===== config.mk =====
export PLATFORM = sky130hd
export DESIGN_NAME = block_word_streamer_flat
export DESIGN_NICKNAME = d
export VERILOG_FILES = /design/src/rtl/block_word_streamer_pkg.sv /design/src/rtl/block_word_streamer_if.sv /design/src/rtl/block_word_streamer_select.sv /design/src/rtl/block_word_streamer.sv /design/src/flat_wrapper.sv
export SDC_FILE = /design/constraint.sdc
export NUM_CORES = 1
export LEC_CHECK = 0
export BUFFER_PORTS_ARGS = -buffer_cell sky130_fd_sc_hd__buf_2
export CORE_UTILIZATION = 58
export CTS_BUF_LIST = sky130_fd_sc_hd__clkbuf_8
export CTS_CLUSTER_DIAMETER = 60
export DETAILED_ROUTE_END_ITERATION = 12
export GPL_TIMING_DRIVEN = 0
export PLACE_DENSITY = 0.85
export SETUP_SLACK_MARGIN = 0.15
export SKIP_LAST_GASP = 1
export SYNTH_ARGS = -nofsm -noshare
export SYNTH_HDL_FRONTEND = slang
export SYNTH_SLANG_ARGS = --single-unit

===== constraint.sdc =====
create_clock -name clk -period 5.4 [get_ports clk]
set_clock_uncertainty 0.05 [all_clocks]
set_input_delay 0.27 -clock clk [delete_from_list [all_inputs] [get_ports clk]]
set_output_delay 0.27 -clock clk [all_outputs]
set_load 0.01 [all_outputs]

===== src/rtl/block_word_streamer_pkg.sv =====
// Shared types for the block word streamer: legacy cache word/block types and the streamer FSM states.
package block_word_streamer_pkg;

  localparam int unsigned LC3B_WORD_W  = 16;
  localparam int unsigned LC3B_BLOCK_W = 128;

  typedef logic [LC3B_WORD_W-1:0]  lc3b_word;
  typedef logic [LC3B_BLOCK_W-1:0] lc3b_block;

  typedef enum logic {
    IDLE   = 1'b0,
    STREAM = 1'b1
  } streamer_state_t;

endpackage


===== src/rtl/block_word_streamer_if.sv =====
// Load/stream handshake bundle between the cache datapath, the streamer and the word consumer.
interface block_word_streamer_if #(
  parameter int unsigned DATA_WORDS = 8,
  parameter int unsigned WORD_WIDTH = 16,
  parameter int unsigned LOG_WORD   = 3
);

  logic                             load_valid;
  logic                             load_ready;
  logic [DATA_WORDS*WORD_WIDTH-1:0] load_block;
  logic [LOG_WORD-1:0]              load_offset;
  logic                             flush;
  logic                             word_valid;
  logic                             word_ready;
  logic [WORD_WIDTH-1:0]            word_data;
  logic [LOG_WORD-1:0]              word_index;
  logic                             word_last;
  logic                             busy;

  // Producer/consumer side that drives blocks in and takes words out
  modport master (
    output load_valid, load_block, load_offset, flush, word_ready,
    input  load_ready, word_valid, word_data, word_index, word_last, busy
  );

  // Streamer side
  modport slave (
    input  load_valid, load_block, load_offset, flush, word_ready,
    output load_ready, word_valid, word_data, word_index, word_last, busy
  );

endinterface


===== src/rtl/block_word_streamer_select.sv =====
// Combinational word mux: picks word[index] out of a packed block; shared with the cache read path.
module block_word_select #(
  parameter int unsigned DATA_WORDS = 8,
  parameter int unsigned WORD_WIDTH = 16,
  parameter int unsigned LOG_WORD   = 3
) (
  input  logic [DATA_WORDS*WORD_WIDTH-1:0] block,
  input  logic [LOG_WORD-1:0]              index,
  output logic [WORD_WIDTH-1:0]            word
);

  always_comb begin
    word = '0;
    for (int unsigned i = 0; i < DATA_WORDS; i++) begin
      if (index == LOG_WORD'(i)) begin
        word = block[i*WORD_WIDTH +: WORD_WIDTH];
      end
    end
  end

endmodule


===== src/rtl/block_word_streamer.sv =====
// Captures one cache block and streams its words one per handshake, critical-word-first or linear.
module block_word_streamer
  import block_word_streamer_pkg::*;
#(
  parameter int unsigned DATA_WORDS = 8,
  parameter int unsigned WORD_WIDTH = 16,
  parameter int unsigned LOG_WORD   = 3,
  parameter bit          WRAP_EN    = 1'b1
) (
  input  logic                 clk,
  input  logic                 reset,
  block_word_streamer_if.slave bus
);

  localparam int unsigned       BLOCK_W    = DATA_WORDS * WORD_WIDTH;
  localparam logic [LOG_WORD-1:0] LAST_COUNT = LOG_WORD'(DATA_WORDS - 1);

  streamer_state_t     state_q, state_d;
  logic [BLOCK_W-1:0]  block_q, block_d;
  logic [LOG_WORD-1:0] index_q, index_d;
  logic [LOG_WORD-1:0] count_q, count_d;

  logic streaming;
  logic handshake;
  logic at_last;
  logic load_ready_c;
  logic load_fire;

  assign streaming    = (state_q == STREAM);
  assign handshake    = streaming && bus.word_ready;
  assign at_last      = (count_q == LAST_COUNT);
  // A new block may be taken in IDLE, or in the final handshake so streams run back to back
  assign load_ready_c = !bus.flush && (!streaming || (handshake && at_last));
  assign load_fire    = bus.load_valid && load_ready_c;

  always_ff @(posedge clk) begin
    if (reset) begin
      state_q <= IDLE;
      block_q <= '0;
      index_q <= '0;
      count_q <= '0;
    end else begin
      state_q <= state_d;
      block_q <= block_d;
      index_q <= index_d;
      count_q <= count_d;
    end
  end

  always_comb begin
    state_d = state_q;
    block_d = block_q;
    index_d = index_q;
    count_d = count_q;
    if (bus.flush) begin
      // Abort drops the captured block; an idle flush leaves everything untouched
      if (streaming) begin
        state_d = IDLE;
        block_d = '0;
        index_d = '0;
        count_d = '0;
      end
    end else if (load_fire) begin
      state_d = STREAM;
      block_d = bus.load_block;
      index_d = WRAP_EN ? bus.load_offset : '0;
      count_d = '0;
    end else if (handshake) begin
      index_d = index_q + LOG_WORD'(1);
      count_d = count_q + LOG_WORD'(1);
      if (at_last) begin
        state_d = IDLE;
      end
    end
  end

  block_word_select #(
    .DATA_WORDS (DATA_WORDS),
    .WORD_WIDTH (WORD_WIDTH),
    .LOG_WORD   (LOG_WORD)
  ) u_select (
    .block (block_q),
    .index (index_q),
    .word  (bus.word_data)
  );

  assign bus.load_ready = load_ready_c;
  assign bus.word_valid = streaming;
  assign bus.busy       = streaming;
  assign bus.word_index = index_q;
  assign bus.word_last  = streaming && at_last;

endmodule


===== src/flat_wrapper.sv =====
// flat-port wrapper written by rule: the top's interface ports become plain ports
module block_word_streamer_flat import block_word_streamer_pkg::*;
#(
  parameter int unsigned DATA_WORDS = 8,
  parameter int unsigned WORD_WIDTH = 16,
  parameter int unsigned LOG_WORD   = 3,
  parameter bit          WRAP_EN    = 1'b1
)
  (clk, reset, bus_load_valid, bus_load_block, bus_load_offset, bus_flush, bus_word_ready, bus_load_ready, bus_word_valid, bus_word_data, bus_word_index, bus_word_last, bus_busy);
  block_word_streamer_if #(.DATA_WORDS(DATA_WORDS), .WORD_WIDTH(WORD_WIDTH), .LOG_WORD(LOG_WORD)) bus_i ();
  input  logic clk;
  input  logic reset;
  input wire logic [$bits(bus_i.load_valid)-1:0] bus_load_valid;
  input wire logic [$bits(bus_i.load_block)-1:0] bus_load_block;
  input wire logic [$bits(bus_i.load_offset)-1:0] bus_load_offset;
  input wire logic [$bits(bus_i.flush)-1:0] bus_flush;
  input wire logic [$bits(bus_i.word_ready)-1:0] bus_word_ready;
  output wire logic [$bits(bus_i.load_ready)-1:0] bus_load_ready;
  output wire logic [$bits(bus_i.word_valid)-1:0] bus_word_valid;
  output wire logic [$bits(bus_i.word_data)-1:0] bus_word_data;
  output wire logic [$bits(bus_i.word_index)-1:0] bus_word_index;
  output wire logic [$bits(bus_i.word_last)-1:0] bus_word_last;
  output wire logic [$bits(bus_i.busy)-1:0] bus_busy;
  assign bus_i.load_valid = bus_load_valid;
  assign bus_i.load_block = bus_load_block;
  assign bus_i.load_offset = bus_load_offset;
  assign bus_i.flush = bus_flush;
  assign bus_i.word_ready = bus_word_ready;
  assign bus_load_ready = bus_i.load_ready;
  assign bus_word_valid = bus_i.word_valid;
  assign bus_word_data = bus_i.word_data;
  assign bus_word_index = bus_i.word_index;
  assign bus_word_last = bus_i.word_last;
  assign bus_busy = bus_i.busy;
  block_word_streamer #(.DATA_WORDS(DATA_WORDS), .WORD_WIDTH(WORD_WIDTH), .LOG_WORD(LOG_WORD), .WRAP_EN(WRAP_EN)) u_core (.clk(clk), .reset(reset), .bus(bus_i));
endmodule

# == Word level (Yosys, flattened, before mapping) ==
# Index checks and enable logic that the tools add are counted.
# op_classes
mux,21
add_sub_neg,2
n_reduce_logical,17
n_eq_ne,9
# op_table
operator,n
2-to-1 mux 128 bit,3
2-to-1 mux 16 bit,8
2-to-1 mux 3 bit,7
equality test 3 bit (second input constant),5
adder 3 x 1 -> 3 bit (second input constant),2
equality test 3 x 2 -> 1 bit (second input constant),2
AND reduction 2 bit,3
nonzero test 2 bit,3
logical AND 1 bit,5
equality test 3 x 1 -> 1 bit (second input constant),1
zero test 3 bit,1
2-to-1 mux 1 bit,3
nonzero test 3 bit,1
zero test 1 bit,2
!= test 2 x 1 -> 1 bit (second input constant),1
OR reduction 2 bit,1
logical OR 1 bit,1
# word_totals
inputBits,136
register_bits,135
out_inout_bits,23

# == Logic depth before layout (Yosys ltp) ==
# depth
word_depth,9
ltp_mapped,10

# == By module ==
# From an unflattened synthesis, not the netlist that was laid out.
# hier_totals
hier_cells,520
hier_area_um2,5841.9
# by_module_without_submodules
mod,cells_per_inst,instances,area_per_inst_um2
block_word_streamer,331,1,4479.3
block_word_select,189,1,1362.6

# == Least setup slack after synthesis ==
# No wires, ideal clock.
# synth_timing
kind,register to output
start,"register u_core.index_q[2], in the netlist u_core.bus.word_index[2]"
end,output port bus_word_data[10]
stages_incl_launch_ff,11
n_path_buf,4
t_arrival_ns,2.210
slack_ns,2.870
path_cell_list,dfxtp_1 > inv_1 > clkbuf_1 > ha_1 > buf_2 > or3_1 > clkbuf_1 > buf_2 > a21oi_1 > o22ai_1 > a21oi_1
# synth_via
elab_chain_len,9
# synth_lines
item,line,rtl
start: declaration,block_word_streamer.sv:20,"logic [LOG_WORD-1:0] index_q, index_d;"
start signal: assignment,block_word_streamer.sv:45,index_q <= index_d;
zero test 3 bit,block_word_streamer_select.sv:15,if (index == LOG_WORD'(i)) begin
2-to-1 mux 16 bit (7 in a row),block_word_streamer_select.sv:15,
2-to-1 mux 16 bit *,block_word_streamer_select.sv:15,
end: declaration,flat_wrapper.sv:20,output wire logic [$bits(bus_i.word_data)-1:0] bus_word_data;
# Mark *: on every way between the ends. The rest lies on a longest branch, timed or not.

# == Worst setup path in the final report ==
# Same ends and word-level chain as after synthesis.

==> results_tabular.tex <==
\begin{tabular}{lr}
\hline
Metric & Value \\
\hline
\multicolumn{2}{l}{\textbf{Run status}} \\
\quad Status & finished clean \\
\multicolumn{2}{l}{\textbf{Global route}} \\
\quad Congestion Overflow GR & 0 \\
\quad Maximum number of pins on one net before global-route repair & 17 \\
\quad Global-route wire length before repair & 27000 um \\
\quad GRT Resource Usage Total & 0.351 \\
\quad Vias in the first global route & 5385 \\
\quad Number of antenna violations at the first check in global routing & 0 \\
\multicolumn{2}{l}{\textbf{Min path}} \\
\quad Worst Hold Class & in2reg \\
\multicolumn{2}{l}{\textbf{Logic synthesis}} \\
\quad Most used flip-flop cell after synthesis & dfxtp\_1 \\
\quad Top cells by instance count after synthesis & dfxtp\_1 (135), a22o\_1 (128), nand2\_1 (51) \\
\quad Average cell area after synthesis & 9.68 sq um \\
\quad Nets in the synthesized netlist & 736 \\
\quad Netlist cell types & 33 \\
\quad FF+latch count, synth & 135 \\
\quad Cell types occupying the most area after synthesis & dfxtp\_1 (47\%), a22o\_1 (20\%), a21oi\_1 (4.3\%) \\
\quad Post-synth top area cell & dfxtp\_1 \\
\quad Ys Warns & 0 \\
\quad Part of the Yosys area used for sequential elements & 0.472 \\
\quad Synth async-reset ratio & 0 \\
\quad Netlist area before placement & 5730 sq um \\
\quad EDFF count, synth & 0 \\
\quad Yosys top cell area share & 0.472 \\
\quad Library cell with the highest instance count after synthesis & dfxtp\_1 \\
\quad Syn Inst Count & 592 \\
\multicolumn{2}{l}{\textbf{CTS}} \\
\quad H-tree Lvls & 4 \\
\quad Clock tree from TritonCTS & built \\
\quad Clk sink count & 135 \\
\quad Clock transition at the registers of the reported paths & 80 ps \\
\quad Count of cells resized by post-cts repair & 0 \\
\quad TritonCTS Buffers & 17 \\
\quad Clock latency on the worst-skew pair & 430 ps \\
\quad Root buffer selected by CTS & clkbuf\_8 \\
\quad Maximum clock path buffer count & 2 \\
\multicolumn{2}{l}{\textbf{Layout}} \\
\quad Antenna Diode Count & 0 \\
\quad Share of final-layout standard cells stronger than drive strength 1 & 0.257 \\
\quad Synth-to-layout area growth & 33.4\% \\
\quad Number of nets in the finished design & 965 \\
\quad Final Core Density & 0.812 \\
\quad Post-Layout Cell Count & 961 \\
\multicolumn{2}{l}{\textbf{Critical path}} \\
\quad Slowest cell on the critical path & dfxtp\_1 \\
\quad Largest delay contributor family on the critical path & buffers and inverters \\
\quad Max FO, Critical Path & 10 \\
\quad Maximum cell stage delay along the critical path & 520 ps \\
\quad Depth of the most critical reg-to-reg path & 7 \\
\quad Crit path buf inv count & 6 \\
\quad End of the worst register-to-register path & u\_core.block\_q[124] \\
\quad Endpoint of the most critical setup path & bus\_word\_data[10] \\
\quad Crit path required time & 5080 ps \\
\quad CP dominant cell by count & buf\_2 \\
\quad Critical Path, Cell by Cell & inv\_1 -> clkbuf\_1 -> ha\_1 -> buf\_2 -> or3\_1 -> clkbuf\_1 -> buf\_2 -> a21oi\_1 -> o22ai\_1 -> a21oi\_1 -> buf\_2 \\
\quad Depth of the critical timing path with buffers and inverters included & 11 \\
\quad Kind of launch point of the worst setup path & flip-flop \\
\quad Startpoint of the worst-slack reg-to-reg timing path & u\_core.count\_q[0] \\
\quad Worst setup path startpoint & u\_core.bus.word\_index[2] \\
\quad Capturing element type of the critical path & output port \\
\quad Arrival @ worst endpoint & 3450 ps \\
\quad Reg2Reg Setup Slack & 3180 ps \\
\quad Path type of the worst setup path & reg2out \\
\multicolumn{2}{l}{\textbf{Floorplanning}} \\
\quad Count of standard-cell rows & 35 \\
\quad Boundary Pins & 159 \\
\quad Die Footprint & 10300 sq um \\
\quad Die X & 101 um \\
\quad Die Span Y & 101 um \\
\quad Initial Util & 0.609 \\
\quad Std-Cell Core Area & 9420 sq um \\
\multicolumn{2}{l}{\textbf{STA}} \\
\quad Worst slew pin tran & 562 ps \\
\quad Fin Setup TNS & 0 ps \\
\quad Post-route fraction of the period consumed by the critical path & 0.698 \\
\quad Final critical delay including setup and external delays & 3770 ps \\
\quad Minimum setup slack in the final design & 1630 ps \\
\quad RSZ-0062 raised after global routing & false \\
\quad Count of final setup violators & 0 \\
\quad Number of max-slew violations in the final report & 0 \\
\quad Peak clock frequency supported by timing & 0.265 GHz \\
\quad Total count of hold-check failures in the final report & 0 \\
\quad Max transition margin & 0.621 \\
\multicolumn{2}{l}{\textbf{Drt}} \\
\quad Total via count in the routed design & 5882 \\
\quad Post-detailed-route via-to-cell ratio & 6.12 \\
\quad Antenna Violating Nets Remaining & 0 \\
\quad Detailed router's first-iteration violation count & 541 \\
\quad Post-route DRC & 0 \\
\quad First-pass DRT Iterations & 6 \\
\quad Average wire length per cell after detail routing & 19.3 um \\
\quad Aggregate routed wire length & 18600 um \\
\multicolumn{2}{l}{\textbf{Pwr}} \\
\quad Cell internal pwr & 1.74 mW \\
\quad Power per unit of standard cell area & 308 nW/um\^{}2 \\
\quad Clock share of power & 0.387 \\
\quad Static power due to leakage & 3.25 nW \\
\quad Part of the power in registers & 0.459 \\
\quad P\_sw & 0.611 mW \\
\quad Peak supply drop & 0.228 mV \\
\quad Post-layout power & 2.36 mW \\
\quad Share of power burned in combinational logic & 0.155 \\
\quad Switching Share & 0.260 \\
\multicolumn{2}{l}{\textbf{Placed design}} \\
\quad Detailed placement HPWL & 12700 um \\
\quad Number of placed cells counting well taps & 878 \\
\quad \# port buffers & 157 \\
\quad Weighted congestion reported at the end of routability-driven placement & 0.983 \\
\quad Worst Setup Slack post-DPL & 2240 ps \\
\multicolumn{2}{l}{\textbf{Job}} \\
\quad Count of maximum capacitance violations & 0 \\
\hline
\end{tabular}
[kinds of logic (layout without fill, tap and decap cells)]
kind of cell / Yosys count / after routing / share of synthesized area
compound gates: 251 / 251 / 0.337
flops: 135 / 135 / 0.472
simple gates: 102 / 102 / 0.0906
buf+inv: 94 / 334 / 0.0797
fa+ha+maj: 8 / 8 / 0.0175
mux: 2 / 2 / 0.00349
[layer usage]
layer	up-vias	wire, um	GRT usage
met5	-	0	0
met4	0	909	0.175
met3	84	1530	0.0780
met2	370	8740	0.574
met1	2755	7420	0.438
li1	2673	-	-
[final cells by class]
class / instances / area (sq um)
Timing Repair Buffer: 210 / 1320
Inverter: 35 / 131
Clock buffer: 19 / 262
Clock inverter: 11 / 174
Tap cell: 129 / 161
Fill cell: 599 / 1770
Multi-Input combinational cell: 363 / 2570
Buffer: 59 / 325
Sequential cell: 135 / 2700
[power by group through the flow]
| stage | registers (mW) | clock network [mW] | logic [mW] |
|---|---|---|---|
| finish | 1.08 | 0.911 | 0.364 |
| CTS | 1.08 | 0.909 | 0.331 |
| global route | 1.08 | 0.965 | 0.388 |
| detailed placement | 1.10 | 0 | 0.320 |
| global placement | 1.10 | 0 | 0.310 |
| floorplan | 1.09 | 0 | 0.196 |
[through the flow]
stage	hold WS, ps	instance area (sq um)
2_1_floorplan	299	5730
3_3_place_gp	404	6680
3_5_place_dp	408	6680
4_1_cts	0.447	7230
5_1_grt	-0.931	7640
6_report	6.76	7640
[cells in the final DEF, fill, tap and decap left out, types with 7 or more instances in the layout]
cell type      Yosys  layout
nand2_1           51      51
ha_1               8       8
o21ai_0           18      18
a221o_1           15      15
dlygate4sd3_1      0      53
a21oi_1           49      49
a22o_1           128     128
clkbuf_1          31      31
nor2_1             7       7
a221oi_1          16      16
dfxtp_1          135     135
clkbuf_8           0      19
buf_6             10      10
buf_2              8     165
nand3b_1          18      18
o22ai_1           15      15
nor2b_1           16      16
inv_1             35      35
[worst min-delay path by stage]
stage	end	cells after the start	start	slack (ps)
2_1_floorplan	u_core.bus.busy	1	bus_flush	300
3_3_place_gp	u_core.block_q[110]	1	u_core.block_q[110]	400
3_5_place_dp	u_core.block_q[124]	1	u_core.block_q[124]	410
4_1_cts	u_core.block_q[71]	2	bus_load_block[71]	0.4
5_1_grt	u_core.block_q[109]	2	bus_load_block[109]	-0.9
6_report	u_core.block_q[69]	2	bus_load_block[69]	7
[worst register-to-register path: stages (launching register included)]
cell,delay [ps]
dfxtp_1,360
ha_1,160
ha_1,200
a21boi_2,110
nor3_1,220
buf_2,370
clkbuf_1,430
a22o_1,250
[flip-flops by register name (all words and copies together) (netlist names)]
| signal | cells |
|---|---|
| u_core.count_q | 3 |
| u_core.bus.busy | 1 |
| u_core.bus.word_index | 3 |
| u_core.block_q | 128 |
[repair_timing]
item                                   4_1_cts  5_1_grt
endpoints found under the hold margin       12       41
hold buffers                                12       41
buffers inserted                             0        0
(Power assumes the default switching activity.)
